**config.mk**
```make
export PLATFORM = sky130hd
export DESIGN_NAME = sipo_deserializer_flat
export DESIGN_NICKNAME = d
export VERILOG_FILES = /design/src/rtl/sipo_pkg.sv /design/src/rtl/sipo_deserializer_if.sv /design/src/rtl/sipo_deserializer_bit_counter.sv /design/src/rtl/sipo_deserializer.sv /design/src/flat_wrapper.sv
export SDC_FILE = /design/constraint.sdc
export NUM_CORES = 1
export LEC_CHECK = 0
export ABC_CLOCK_PERIOD_IN_PS = 2400
export BUFFER_PORTS_ARGS = -buffer_cell sky130_fd_sc_hd__buf_2
export CAP_MARGIN = 40
export CELL_PAD_IN_SITES_DETAIL_PLACEMENT = 1
export CELL_PAD_IN_SITES_GLOBAL_PLACEMENT = 1
export CORE_MARGIN = 3
export CORE_UTILIZATION = 36
export CTS_CLUSTER_DIAMETER = 40
export DETAILED_ROUTE_END_ITERATION = 8
export GPL_ROUTABILITY_DRIVEN = 0
export PLACE_DENSITY_LB_ADDON = 0.1
export SYNTH_ARGS = -nofsm -noshare
export SYNTH_HDL_FRONTEND = slang
export SYNTH_SLANG_ARGS = --single-unit
```
**constraint.sdc**
```tcl
create_clock -name clk -period 2.4 [get_ports clk]
set_input_delay 0.48 -clock clk [delete_from_list [all_inputs] [get_ports clk]]
set_output_delay 0.48 -clock clk [all_outputs]
set_load 0.02 [all_outputs]
```
**src/rtl/sipo_pkg.sv**
```systemverilog
// rtl/sipo_pkg.sv - shared constants and sizing helpers for the SIPO deserializer
package sipo_pkg;

    localparam int DEFAULT_WIDTH = 5;

    // Bits per frame: data bits plus an optional trailing parity bit.
    function automatic int frame_len(input int width, input bit parity_en);
        return parity_en ? width + 1 : width;
    endfunction

    // Counter width able to hold 0..WIDTH (parity slot) with headroom.
    function automatic int cnt_width(input int width);
        return $clog2(width + 2);
    endfunction

endpackage

```
**src/rtl/sipo_deserializer_if.sv**
```systemverilog
// rtl/sipo_deserializer_if.sv - serial input / parallel output bundle for the deserializer
interface sipo_deserializer_if #(
    parameter int WIDTH = sipo_pkg::DEFAULT_WIDTH
);
    localparam int CW = sipo_pkg::cnt_width(WIDTH);

    logic             in;
    logic             shift_en;
    logic [WIDTH-1:0] shift_q;
    logic [WIDTH-1:0] data_out;
    logic             data_valid;
    logic [CW-1:0]    bit_cnt;
    logic             parity_err;

    modport master (
        output in, shift_en,
        input  shift_q, data_out, data_valid, bit_cnt, parity_err
    );

    modport slave (
        input  in, shift_en,
        output shift_q, data_out, data_valid, bit_cnt, parity_err
    );
endinterface

```
**src/rtl/sipo_deserializer_bit_counter.sv**
```systemverilog
// rtl/sipo_deserializer_bit_counter.sv - modulo-FRAME_LEN bit counter with terminal-count strobe
module frame_bit_counter #(
    parameter int FRAME_LEN = 5,
    parameter int CW        = 3
) (
    input  logic          clk,
    input  logic          reset,
    input  logic          en_i,
    output logic [CW-1:0] cnt_o,
    output logic          wrap_o
);
    localparam logic [CW-1:0] LAST = CW'(FRAME_LEN - 1);

    logic [CW-1:0] cnt_q;
    logic [CW-1:0] cnt_d;

    assign wrap_o = en_i && (cnt_q == LAST);
    assign cnt_o  = cnt_q;

    // Next count: advance on enabled edges, fold back to zero after the last bit.
    always_comb begin
        cnt_d = cnt_q;
        if (en_i) begin
            cnt_d = wrap_o ? '0 : cnt_q + CW'(1);
        end
    end

    // Count register; reset discards any partial frame.
    always_ff @(posedge clk) begin
        if (reset) begin
            cnt_q <= '0;
        end else begin
            cnt_q <= cnt_d;
        end
    end
endmodule

```
**src/rtl/sipo_deserializer.sv**
```systemverilog
// rtl/sipo_deserializer.sv - parametrised SIPO deserializer top; optional parity via SIPO_PARITY_EN
module sipo_deserializer
    import sipo_pkg::*;
#(
    parameter int WIDTH         = DEFAULT_WIDTH,
    parameter bit FIRST_BIT_LSB = 1'b1
) (
    input  logic clk,
    input  logic reset,
    sipo_deserializer_if.slave bus
);
`ifdef SIPO_PARITY_EN
    localparam bit PARITY_EN = 1'b1;
`else
    localparam bit PARITY_EN = 1'b0;
`endif
    localparam int FRAME_LEN = frame_len(WIDTH, PARITY_EN);
    localparam int CW        = cnt_width(WIDTH);

    logic [CW-1:0]    cnt;
    logic             wrap;
    logic             data_bit_en;
    logic [WIDTH-1:0] shifted;
    logic [WIDTH-1:0] shift_q_q;
    logic [WIDTH-1:0] shift_q_d;
    logic [WIDTH-1:0] data_out_q;
    logic [WIDTH-1:0] data_out_d;
    logic             data_valid_q;

    frame_bit_counter #(
        .FRAME_LEN (FRAME_LEN),
        .CW        (CW)
    ) u_bit_counter (
        .clk    (clk),
        .reset  (reset),
        .en_i   (bus.shift_en),
        .cnt_o  (cnt),
        .wrap_o (wrap)
    );

    // Shift direction decides where the first bit of a frame ends up.
    generate
        if (WIDTH == 1) begin : g_w1
            assign shifted = bus.in;
        end else if (FIRST_BIT_LSB) begin : g_lsb
            assign shifted = {bus.in, shift_q_q[WIDTH-1:1]};
        end else begin : g_msb
            assign shifted = {shift_q_q[WIDTH-2:0], bus.in};
        end
    endgenerate

`ifdef SIPO_PARITY_EN
    logic parity_err_q;

    // The parity slot samples `in` but never enters the shift register.
    assign data_bit_en = bus.shift_en && (cnt != CW'(WIDTH));

    // Even parity over the completed word plus the parity bit; held until the next frame.
    always_ff @(posedge clk) begin
        if (reset) begin
            parity_err_q <= 1'b0;
        end else if (wrap) begin
            parity_err_q <= (^shift_q_q) ^ bus.in;
        end
    end

    assign bus.parity_err = parity_err_q;
`else
    assign data_bit_en    = bus.shift_en;
    assign bus.parity_err = 1'b0;
`endif

    // With parity the word is already complete when the parity bit arrives.
    always_comb begin
        shift_q_d  = data_bit_en ? shifted : shift_q_q;
        data_out_d = PARITY_EN ? shift_q_q : shifted;
    end

    // Live shift tap, held output word and one-cycle completion strobe.
    always_ff @(posedge clk) begin
        if (reset) begin
            shift_q_q    <= '0;
            data_out_q   <= '0;
            data_valid_q <= 1'b0;
        end else begin
            shift_q_q    <= shift_q_d;
            if (wrap) begin
                data_out_q <= data_out_d;
            end
            data_valid_q <= wrap;
        end
    end

    assign bus.shift_q    = shift_q_q;
    assign bus.data_out   = data_out_q;
    assign bus.data_valid = data_valid_q;
    assign bus.bit_cnt    = cnt;
endmodule

```
**src/flat_wrapper.sv**
```systemverilog
// flat-port wrapper written by rule: the top's interface ports become plain ports
module sipo_deserializer_flat import sipo_pkg::*;
#(
    parameter int WIDTH         = DEFAULT_WIDTH,
    parameter bit FIRST_BIT_LSB = 1'b1
)
  (clk, reset, bus_in, bus_shift_en, bus_shift_q, bus_data_out, bus_data_valid, bus_bit_cnt, bus_parity_err);
  sipo_deserializer_if #(.WIDTH(WIDTH)) bus_i ();
  input  logic clk;
  input  logic reset;
  input wire logic [$bits(bus_i.in)-1:0] bus_in;
  input wire logic [$bits(bus_i.shift_en)-1:0] bus_shift_en;
  output wire logic [$bits(bus_i.shift_q)-1:0] bus_shift_q;
  output wire logic [$bits(bus_i.data_out)-1:0] bus_data_out;
  output wire logic [$bits(bus_i.data_valid)-1:0] bus_data_valid;
  output wire logic [$bits(bus_i.bit_cnt)-1:0] bus_bit_cnt;
  output wire logic [$bits(bus_i.parity_err)-1:0] bus_parity_err;
  assign bus_i.in = bus_in;
  assign bus_i.shift_en = bus_shift_en;
  assign bus_shift_q = bus_i.shift_q;
  assign bus_data_out = bus_i.data_out;
  assign bus_data_valid = bus_i.data_valid;
  assign bus_bit_cnt = bus_i.bit_cnt;
  assign bus_parity_err = bus_i.parity_err;
  sipo_deserializer #(.WIDTH(WIDTH), .FIRST_BIT_LSB(FIRST_BIT_LSB)) u_core (.clk(clk), .reset(reset), .bus(bus_i));
endmodule
```
==> metrics list, run 1 <==
- Buffer levels on the longest clock path: 2
* Highest ir drop seen on vdd: approximately 0.32 mV
* Number of synthesized register bits: 14
* Leakage Power: 0.3207 nW
* Setup skew after layout: roughly 0.0008 ns
- For this design the top-level I/O count stands at 19.
* Final critical-path setup slack: approximately 1.0 ns
* Port bufs: 17
- The number of antenna diodes in the final layout is 0.
- RSZ-0062 raised after global routing: false
- Synth warnings: 0
- Synthesized netlist cell count: between 50 and 60
* Starting density of the core: around two fifths
- Path category of the worst min-delay check: in2reg
* Initial antenna violation count: 0
- The max-slew violation count is 0.
- Largest net degree at the start of global routing: 15
- CTS built an H-tree with a depth of 1.
- The finished layout holds around 90 standard cells, fillers aside.
- The internal portion of the total power is approximately 0.34 mW.
- Combinational cells account for a little under a tenth of the total power.
* Chip Width: roughly 45 um
- Maximum clock frequency: between 700 and 800 MHz
* Startpoint types: register
* Count of fill cells added during filler insertion: approximately 180
- P_sw: about 0.11 mW
- Startpoint of the most critical register-to-register path: u_core.u_bit_counter.cnt_o[0]
- Placement-stage worst setup slack: 1.077 ns
* Max incr delay on CP: about 0.4 ns
- Number of buffers inserted by hold repair at cts: 0
- Via count of the first global-routing pass: 430
* Initial detailed-routing violation count: 1
- The worst hold path begins at bus_in.
- Sequential cells burn a little over half of the power.
- The count of nets left with antenna violations once routing finished came out at 0.
- Maximum fanout along the worst path: 6
* TritonCTS clock tree: yes
- Clock group share of total power: 37.3%
* Post-layout power: approximately 0.45 mW
- Total global-route track usage: roughly 14%
- Together, buffers and inverters on the worst path number 1.
- Final cycle utilization of the critical path: a little under three fifths
- Part of the Yosys area used for sequential elements: between 50% and 60%
- Summed instance area of the synthesized netlist: roughly 540 um2
- Cell Pwr Density: just under 700 nW/um2
- Aggregate routed wire length: between 1000 and 1500 um
- After floorplanning, the core was divided into 13 placement rows.
- For this run, the share of the core covered by cells in the final layout is about half.
- The floorplan step defined a die boundary enclosing 2007 um2.
* Post-detailed-route via-to-cell ratio: between 4 and 5
* Post-DR wirelength/cell: 13.08 um
- The final hold violation count came to 0.
- Endpoint required time on the critical path: around 1.9 ns
* Placed cell area: roughly 620 um2
- Counting the buffers created by CTS gives 3.
* Number of clock sinks: 14
- Setup fix buffers added after clock tree synthesis: 0
- Core ar.: approximately 1400 um2
- The worst path in the final design needs a cycle of ~1.4 ns, including I/O delays and setup.
- Final hold analysis gives a worst-case slack of 0.4557 ns.
- Die height: 44.80 um
* Setup-failing EPs final: 0
* Critical-path cell with the highest stage delay: dfxtp_1
- Area share of the leading cell type in the synthesized netlist: a little over 50%
- Across all layers, the routed design uses between 400 and 500 vias.
- Dividing the synthesized area by the synthesized cell count gives a little over 9 um2.
- Outcome: finished clean
- Arrival time worst endpoint: 0.88 ns
- From synthesis to final layout, the design area changed by 21.48%.
* DP HPWL: ~930 um
- On the critical path the largest part of the delay comes from flip-flops.
- Switching part of the total: between 20% and 30%
* Type of element capturing the critical path: primary output
- The tool flagged a number of max-cap violations equal to 0.
* Ordered list of cells on the worst path: buf_2
- Detailed-router iteration count before antenna repair: 2
- Final nets: 84
* Remaining global-route overflow: 0
- CTS Root Cell: clkbuf_4
* Syn nets: 65
- Synth unique cells: 15
* Cells after DPL: between 80 and 90
* Type of the worst setup path: reg2out
* Global-route wire length before repair: ~2000 um
- In the routed design, unresolved DRC markers number 0.
- Clock slew seen by the registers of the worst setup and hold paths: ~0.090 ns
* Post-Route Setup TNS: 0 ns
- Post-CTS repair changed the size of 0 cells.
* Final standard cell area without fillers: 658.1 um2
- Worst skew pair latency: between 0.2 and 0.3 ns
- Layout cell share with drive strength beyond 1: between 20% and 30%
- dfxtp_1 takes more of the synthesized area than any other cell.
- Tracing the worst setup path back leads to its startpoint at u_core.u_bit_counter.cnt_o[2].
* Dominant cells by area after synthesis: dfxtp_1 52%, mux2i_1 13%, nand2_1 7.6%
==> cell usage in the layout (no fill, tap or decap) <==
cell type / netlist / routed
nand2_1: 11 / 11
mux2i_1: 7 / 7
clkbuf_8: 0 / 1
nand3b_1: 1 / 1
and3_2: 1 / 1
clkbuf_4: 0 / 3
nor2_1: 8 / 8
o21ai_0: 1 / 1
nand3_1: 1 / 1
a21oi_1: 7 / 7
dfxtp_1: 14 / 14
ha_1: 2 / 2
conb_1: 1 / 1
inv_1: 2 / 2
buf_2: 1 / 17
==> cells in the mapped netlist <==
cell and instances:
a21oi_1 7, and3_2 1, buf_2 1, buf_4 1, buf_6 1, conb_1 1
dfxtp_1 14, ha_1 2, inv_1 2, mux2i_1 7, nand2_1 11, nand3_1 1
nand3b_1 1, nor2_1 8, o21ai_0 1
==> layer usage <==
layer | track usage [%] | wire, um | vias to the layer above
li1 | - | - | 227
met1 | 16.91 | 513 | 206
met2 | 23.78 | 604 | 12
met3 | 3.586 | 61 | 4
met4 | 8.772 | 24 | 0
met5 | 0 | 0 | -
==> registers in the layout, indices dropped and copies added (netlist names) <==
register,flops
u_core.bus.data_out,5
u_core.bus.data_valid,1
u_core.bus.shift_q,5
u_core.u_bit_counter.cnt_o,3
==> worst paths after layout <==
path | cells after the start | slack [ns] | endpoint
hold reg to reg | 2 | 0.46 | u_core.bus.data_out[4]
setup reg to reg | 5 | 1.16 | u_core.bus.data_out[2]
setup / recovery | 1 | 1.04 | bus_bit_cnt[2]
hold / removal | 3 | 0.46 | u_core.bus.data_out[4]
==> final cells by class <==
class	instances	area, um2	share of cell area (%)
Clock buffer	4	36.28	5.513
Timing Repair Buffer	17	85.08	12.93
Tap cell	15	18.77	2.852
Sequential cell	14	280.3	42.59
Inverter	2	7.507	1.141
Multi-Input combinational cell	40	230.2	34.98
==> kinds of logic after synthesis <==
| group | after synthesis | share of synthesized area [%] |
|---|---|---|
| AND/OR/NAND/NOR | 22 | 16.86 |
| flip-flops | 14 | 51.73 |
| AO/OA/AOI/OAI | 8 | 7.389 |
| multiplexers | 7 | 12.93 |
| buffers and inverters | 5 | 5.774 |
| adder cells (fa/ha/maj) | 2 | 4.618 |
| other | 1 | 0.6922 |
==> power by group through the flow <==
stage	clock network [mW]	registers [mW]	logic, mW
after detailed placement	0	0.249	0.0419
after global routing	0.188	0.244	0.0459
final	0.169	0.243	0.0411
after CTS	0.176	0.243	0.0420
after floorplan	0	0.254	0.0242
after global placement	0	0.248	0.0397
Power figures use the tool's default switching activity.
==> run 2: changes to the inputs <==
Settings changed: ABC_AREA set to 1, ABC_CLOCK_PERIOD_IN_PS 2400 to 1300, CORE_UTILIZATION 36 to 33.
Clock period 2.4 ns to 1.3 ns, I/O delays scaled along.
==> run 2 against run 1 <==
  * Sequential cell count unchanged
  * Via count up 16%
  * Sequential share of layout area down 1.9 points
  * Register-to-register slack worse by 0.96 ns
  * Critical path depth unchanged
  * Setup slack worse by 0.87 ns
  * Core utilization down 4.6 points
==> metrics list, run 2 <==
- Most used DFF post-synth: dfxtp_1
- The final hold violation count was 0.
- Port bufs: 17
- Synth unique cells: 15
- In this run switching power makes up 26.60% of total power.
- Number of clock sinks: 14
- Final worst path period need: around 1.1 ns
- The synthesized netlist occupies a cell area of about 570 um2.
- Summing over every cut layer, the via total after detailed routing is 521.
* Post-Route Setup TNS: 0 ns
* Non-filler instance count after layout: 105
* Dominant cells by area after synthesis: dfxtp_1 50%, nand3_1 12%, nor2_1 9.3%
- Final nets: between 90 and 100
- Counting flops and latches in the post-synthesis netlist gives 14.
- Outcome: finished clean
- Internal power: roughly 0.65 mW
* Post-layout power: about 0.89 mW
- P_sw: 0.2355 mW
- The worst setup path is launched from a register.
* Part of the Yosys area used for sequential elements: 49.56%
- In this run, post-CTS repair resized a total of 0 instances.
* Type of the worst setup path: reg2out
* Cell Pwr Density: 1286 nW/um2
* Max incr delay on CP: around 0.40 ns
- The total area inside the core boundary comes to between 1500 and 2000 um2.
* Worst path bufs/invs: 1
- The clock reaches the later pin of the worst-skew pair after 0.28 ns.
- Number of rows created at floorplan: 14
* Maximum fanout along the worst path: 5
* Area delta synth->final: 21.68%
- By count the netlist is led by 14 x dfxtp_1, 14 x nand3_1, 14 x nor2_1.
* Die height: 47.40 um
- Commonest non-fill, non-tap cell in the layout: buf_2
- For this run, design rule violations remaining after detail routing come to 0.
* Share of async-settable or async-resettable flops after synthesis: 0%
- Syn nets: a little under 80
* Final cycle utilization of the critical path: 86.37%
* Ordered list of cells on the worst path: buf_2
* Chip Width: 47.40 um
- Adder-cell area share of the yosys netlist: 4.425%
* Post-synth EDFFs: 0
* Synthesized netlist cell count: 71
* Sequential share of power: about 52%
- Largest net degree at the start of global routing: 20
- For this design, the slowest cell found on the critical path is dfxtp_1.
- By area, the combinational part of the netlist is dominated by simple AND/OR/NAND/NOR gates.
- Endpoint required time on the critical path: between 1 and 1.5 ns
* Dominant cell type by area after synthesis: dfxtp_1
- The die covers 2246 um2.
- Summing the areas of all compound-gate instances in the mapped netlist gives under 10% of the synthesized area.
- Cells after DPL: around 100
- Initial antenna violation count: 0
- The first routing iteration left 6 violations.
* Maximum clock frequency: 890.7 MHz
- TritonCTS built the clock tree.
- Setup repair after global routing left no endpoint under its margin.
- The tool flagged a number of max-cap violations equal to 0.
* CTS Root Cell: clkbuf_4
- Total global-route track usage: roughly an eighth
* Remaining global-route overflow: 0
- Layout cell share with drive strength beyond 1: 29.21%
- Post-synthesis xor/xnor area fraction: 0%
* Ant. Diodes: 0
- Number of buffers inserted by hold repair at cts: 0
* Detailed-router iteration count before antenna repair: 4
- Leakage Power: 0.3556 nW
- Once the floorplan was initialized, standard cells occupied 36.28% of the core.
- Setup fix buffers added after clock tree synthesis: 0
- In this run the worst hold path is classified as in2reg.
* Buffer levels on the longest clock path: 2
- Final antenna-violating net count: 0
- A synthesized cell averages approximately 8 um2.
- Of the post-synthesis cell area, the part taken by muxes is 0%.
- Via count of the first global-routing pass: 470
- The top cell types in the final layout, fill and taps aside, are 17 x buf_2, 14 x nor2_1, 14 x dfxtp_1.
- Clock slew seen by the registers of the worst setup and hold paths: ~0.09 ns
- Highest ir drop seen on vdd: 0.6465 mV
* Global-route wire length before repair: ~2000 um
- Portion of total power attributed to combinational logic: 12.1%
* Post-DR wirelength/cell: 12.25 um
* Type of element capturing the critical path: primary output
- Aggregate routed wire length: roughly 1300 um
- CTS built an H-tree with a depth of 1.
* Clock group share of total power: between 30% and 40%
- Simple-gate share of the synthesized area: 31.64%
- The Yosys step of the flow raised 0 warnings.
* Number of buffers inserted during clock tree synthesis: 3
- Arrival time worst endpoint: between 0.8 and 0.9 ns
- In this run the biggest area consumer among cell types represents between 40% and 50% of the synthesized area.
- Category of cells accounting for the largest share of critical-path delay: flip-flops
* Number of pins exceeding their max-slew limit in the final report: 0
- Post-detailed-route via-to-cell ratio: ~5.0
- DP HPWL: roughly 930 um
* Setup skew after layout: roughly 0.0023 ns
* Setup-failing EPs final: 0
* Top-level port count: 19
==> run 2: cell count changes after synthesis <==
| cell | before | now |
|---|---|---|
| mux2i_1 | 7 | 0 |
| nor2_1 | 8 | 14 |
| nor2_4 | 0 | 1 |
| o21ai_0 | 1 | 6 |
| and3_2 | 1 | 0 |
| nand2_4 | 0 | 1 |
| a21oi_1 | 7 | 1 |
| inv_2 | 0 | 2 |
| nand3_1 | 1 | 14 |
| nand2_1 | 11 | 9 |
| nand3b_1 | 1 | 0 |
| inv_1 | 2 | 3 |
==> run 2: final timing paths <==
| check | startpoint | to | slack [ns] | cells after the start |
|---|---|---|---|---|
| setup / recovery | u_core.u_bit_counter.cnt_o[0] | bus_bit_cnt[0] | 0.18 | 1 |
| hold / removal | reset | u_core.bus.data_valid | 0.16 | 2 |
| setup reg to reg | u_core.u_bit_counter.cnt_o[0] | u_core.u_bit_counter.cnt_o[2] | 0.20 | 5 |
| hold reg to reg | u_core.bus.data_out[4] | u_core.bus.data_out[4] | 0.48 | 2 |
==> run 2: cell type report <==
class / instances / area, um2
repair buffers: 17 / 85.08
flip-flops and latches: 14 / 280.3
clock buffers: 4 / 36.28
inverters: 5 / 18.77
multi-input cells: 49 / 247.7
well taps: 16 / 20.02
fillers: 201 / 870.8
==> run 2: per-layer routing <==
metal  GRT usage (%)  vias to the layer above  share of wire (%)  wire (um)
met5               0                        -                  0          0
met1           17.38                      242                 51        653
li1                -                      262                  -          -
met3           4.215                        4                5.8         75
met4           4.972                        0                1.3         17
met2           18.18                       13                 42        540
==> run 2: per-stage QoR <==
step	instance area (um2)	setup WS (ns)	hold slack [ns]	utilization, %
after global routing	688.2	0.09132	0.1457	44.14
after floorplan	565.5	0.09453	0.3324	-
final	688.2	0.1772	0.1576	44.14
after global placement	646.9	0.1589	0.4610	41.49
after detailed placement	646.9	0.08355	0.4601	41.49
after CTS	683.2	0.06861	0.1548	43.82
==> run 2: kinds of logic after synthesis <==
kind of cell             Yosys count
AND/OR/NAND/NOR                   39
flip-flops                        14
adder cells (fa/ha/maj)            2
other                              1
AO/OA/AOI/OAI                      7
buffers and inverters              8
==> run 2: power groups by stage <==
stage | clock [mW] | combinational [mW] | sequential (mW)
global placement | 0 | 0.107 | 0.470
finish | 0.318 | 0.107 | 0.460
detailed placement | 0 | 0.107 | 0.471
CTS | 0.330 | 0.108 | 0.461
global route | 0.355 | 0.120 | 0.464
floorplan | 0 | 0.0591 | 0.489
==> run 3: changes to the inputs <==
Settings changed: ABC_CLOCK_PERIOD_IN_PS 1300 to 1000, CORE_UTILIZATION 33 to 29.
Clock period 1.3 ns to 1 ns, I/O delays scaled along.
==> run 3 against run 2 <==
  * Cell count rose by 16%
  * The run now ends with setup timing left
  * Sequential power rose by 29%
  * Core utilization rose by 5.4 points
  * Sequential share of layout area fell by 6.9 points
  * Via count rose by 7.3%
  * Critical endpoint unchanged
  * Largest cell class unchanged
  * Critical path depth rose by 1
  * Combinational power rose by 110%
  * Non-clock buffer count rose by 8
  * Power rose by 40%
  * Clock power rose by 33%
==> metrics list, run 3 (synthesis results as in run 2) <==
- Top-level port count: 19
- Maximum fanout along the worst path: 3
- Final critical-path setup slack: -0.06148 ns
- Cells after DPL: 112
- Cell count of the worst hold path: 2
- Endpoint required time on the critical path: 0.80 ns
- Leakage Power: a little over 0.4 nW
- The worst-case IR drop observed on VDD is between 0.6 and 0.7 mV.
- Global-route wire length before repair: around 2600 um
- Final antenna-violating net count: 0
- Post-Route Setup TNS: -0.2698 ns
- R2R Setup Slk: -0.06 ns
- Total global-route track usage: between 10% and 20%
* Port bufs: 17
- Area delta synth->final: 56.19%
- For this block, the initial DRC count from the detailed router was 3.
- STA classifies the critical path startpoint as a register.
- Clock latency on the worst-skew pair, taken at its later pin, is 0.28 ns.
- The floorplan step set the die height to between 50 and 60 um.
- The tightest min-delay check is of the in2reg type.
- H-tree Lvls: 1
- The total overflow left after global routing is 0.
* Initial antenna violation count: 0
* Worst reg2reg path depth: 6
- Outcome: complete, but fails checks
* RSZ-0062 raised after global routing: true
- Leaving out filler cells and counting taps, the final layout contains roughly 120.
- After clock tree synthesis, the clock-pin slew on the worst setup and hold paths is 0.10 ns.
- Arrival time worst endpoint: about 0.86 ns
* DP HPWL: about 950 um
* Ant. Diodes: 0
- From left edge to right edge, the die measures 50.16 um.
* Final nets: 104
- Placement-stage worst setup slack: -0.008530 ns
* Number of rows created at floorplan: 15
* CTS Root Cell: clkbuf_4
- The final hold violation count is 0.
- The initial utilization of the core area, before any placement, comes to about a third.
* Buffer levels on the longest clock path: 2
* Layout cell share with drive strength beyond 1: 52.58%
- Detailed routing inserted a total of roughly 560 vias.
- Post-DR wirelength/cell: around 12 um
- Post-layout power: roughly 1.2 mW
- Failing checks: setup timing
* Die outline area: 2516 um2
* Post-detailed-route via-to-cell ratio: around 4.6
- Max-cap violations in this run came to 0.
- STA classifies the critical path endpoint as a primary output.
- Counting the buffers created by CTS gives 3.
- On the final layout, the worst hold slack is about 0.086 ns.
- The first detailed-routing pass ran for 4 iterations.
- Number of remaining DRC errors: 0
- The smallest clock period supported by the final layout is computed as 1.061 ns.
- Setup skew after layout: approximately 0.0042 ns
- For this design the ratio of total power to cell area is ~1400 nW/um2.
- After floorplanning, the core was sized to cover between 1500 and 2000 um2.
* Via count of the first global-routing pass: 578
- Type of the worst setup path: reg2out
- Summed over all layers, the routed wires come to ~1400 um.
- Top library cells by usage in the layout, fill and taps aside: 14 x nor2_1, 14 x buf_4, 9 x nand3_1
- Maximum clock frequency: roughly 940 MHz
- TritonCTS built the clock tree.
- The clock drives 14 sinks.
- The max-slew violation count is 0.
* Number of buffers inserted by hold repair at cts: 0
- Setup-failing EPs final: 7
- Largest net degree at the start of global routing: 20
- After layout, the worst path uses 106.1% of the clock period.
-- run 3: changes by cell type in the layout (fill, tap and decap cells not counted), sizes merged --
| cell | delta |
|---|---|
| buf | +8 |
-- run 3: path summary, 6_finish.rpt --
kind,from,to
hold / removal,reset,u_core.bus.data_valid
setup reg to reg,u_core.u_bit_counter.cnt_o[0],u_core.bus.data_out[0]
setup / recovery,u_core.u_bit_counter.cnt_o[0],bus_bit_cnt[0]
hold reg to reg,u_core.bus.data_out[3],u_core.bus.data_out[3]
-- run 3: repair_timing --
item                                    in CTS  in global routing
endpoints found under the setup margin      14                 19
buffers inserted                             3                  3
resized for setup                           21                 16
endpoints found under the hold margin        0                  0
pin swaps                                    0                  4
-- run 3: area by class of cell --
cell class              count  area [um2]
clock buffers               4       36.28
fillers                   225       899.6
inverters                   5       18.77
multi-input cells          49       294.0
flip-flops and latches     14       299.0
well taps                  25       31.28
repair buffers             25       203.9
-- run 3: per-stage QoR --
stage	cell area, um2	util (%)
3_5_place_dp	693.2	38.88
3_3_place_gp	693.2	38.88
4_1_cts	813.3	45.61
2_1_floorplan	585.6	-
5_1_grt	883.3	49.54
6_report	883.3	49.54
-- run 3: critical path: stages, from the launching register on --
cell	delay [ns]
dfxtp_4	0.35
buf_6	0.11
buf_6	0.12
-- run 3: power breakdown --
| group | internal, mW | switching [mW] |
|---|---|---|
| Clock | 0.221 | 0.200 |
| Combinational | 0.104 | 0.122 |
| Sequential | 0.578 | 0.0150 |
-- run 3: layer usage --
layer / vias to the layer above / track usage [%] / wire length, um
met5: - / 0 / 0
met4: 0 / 4.147 / 12
met3: 2 / 3.858 / 61
met2: 13 / 21.52 / 673
met1: 264 / 16.94 / 689
li1: 280 / - / -
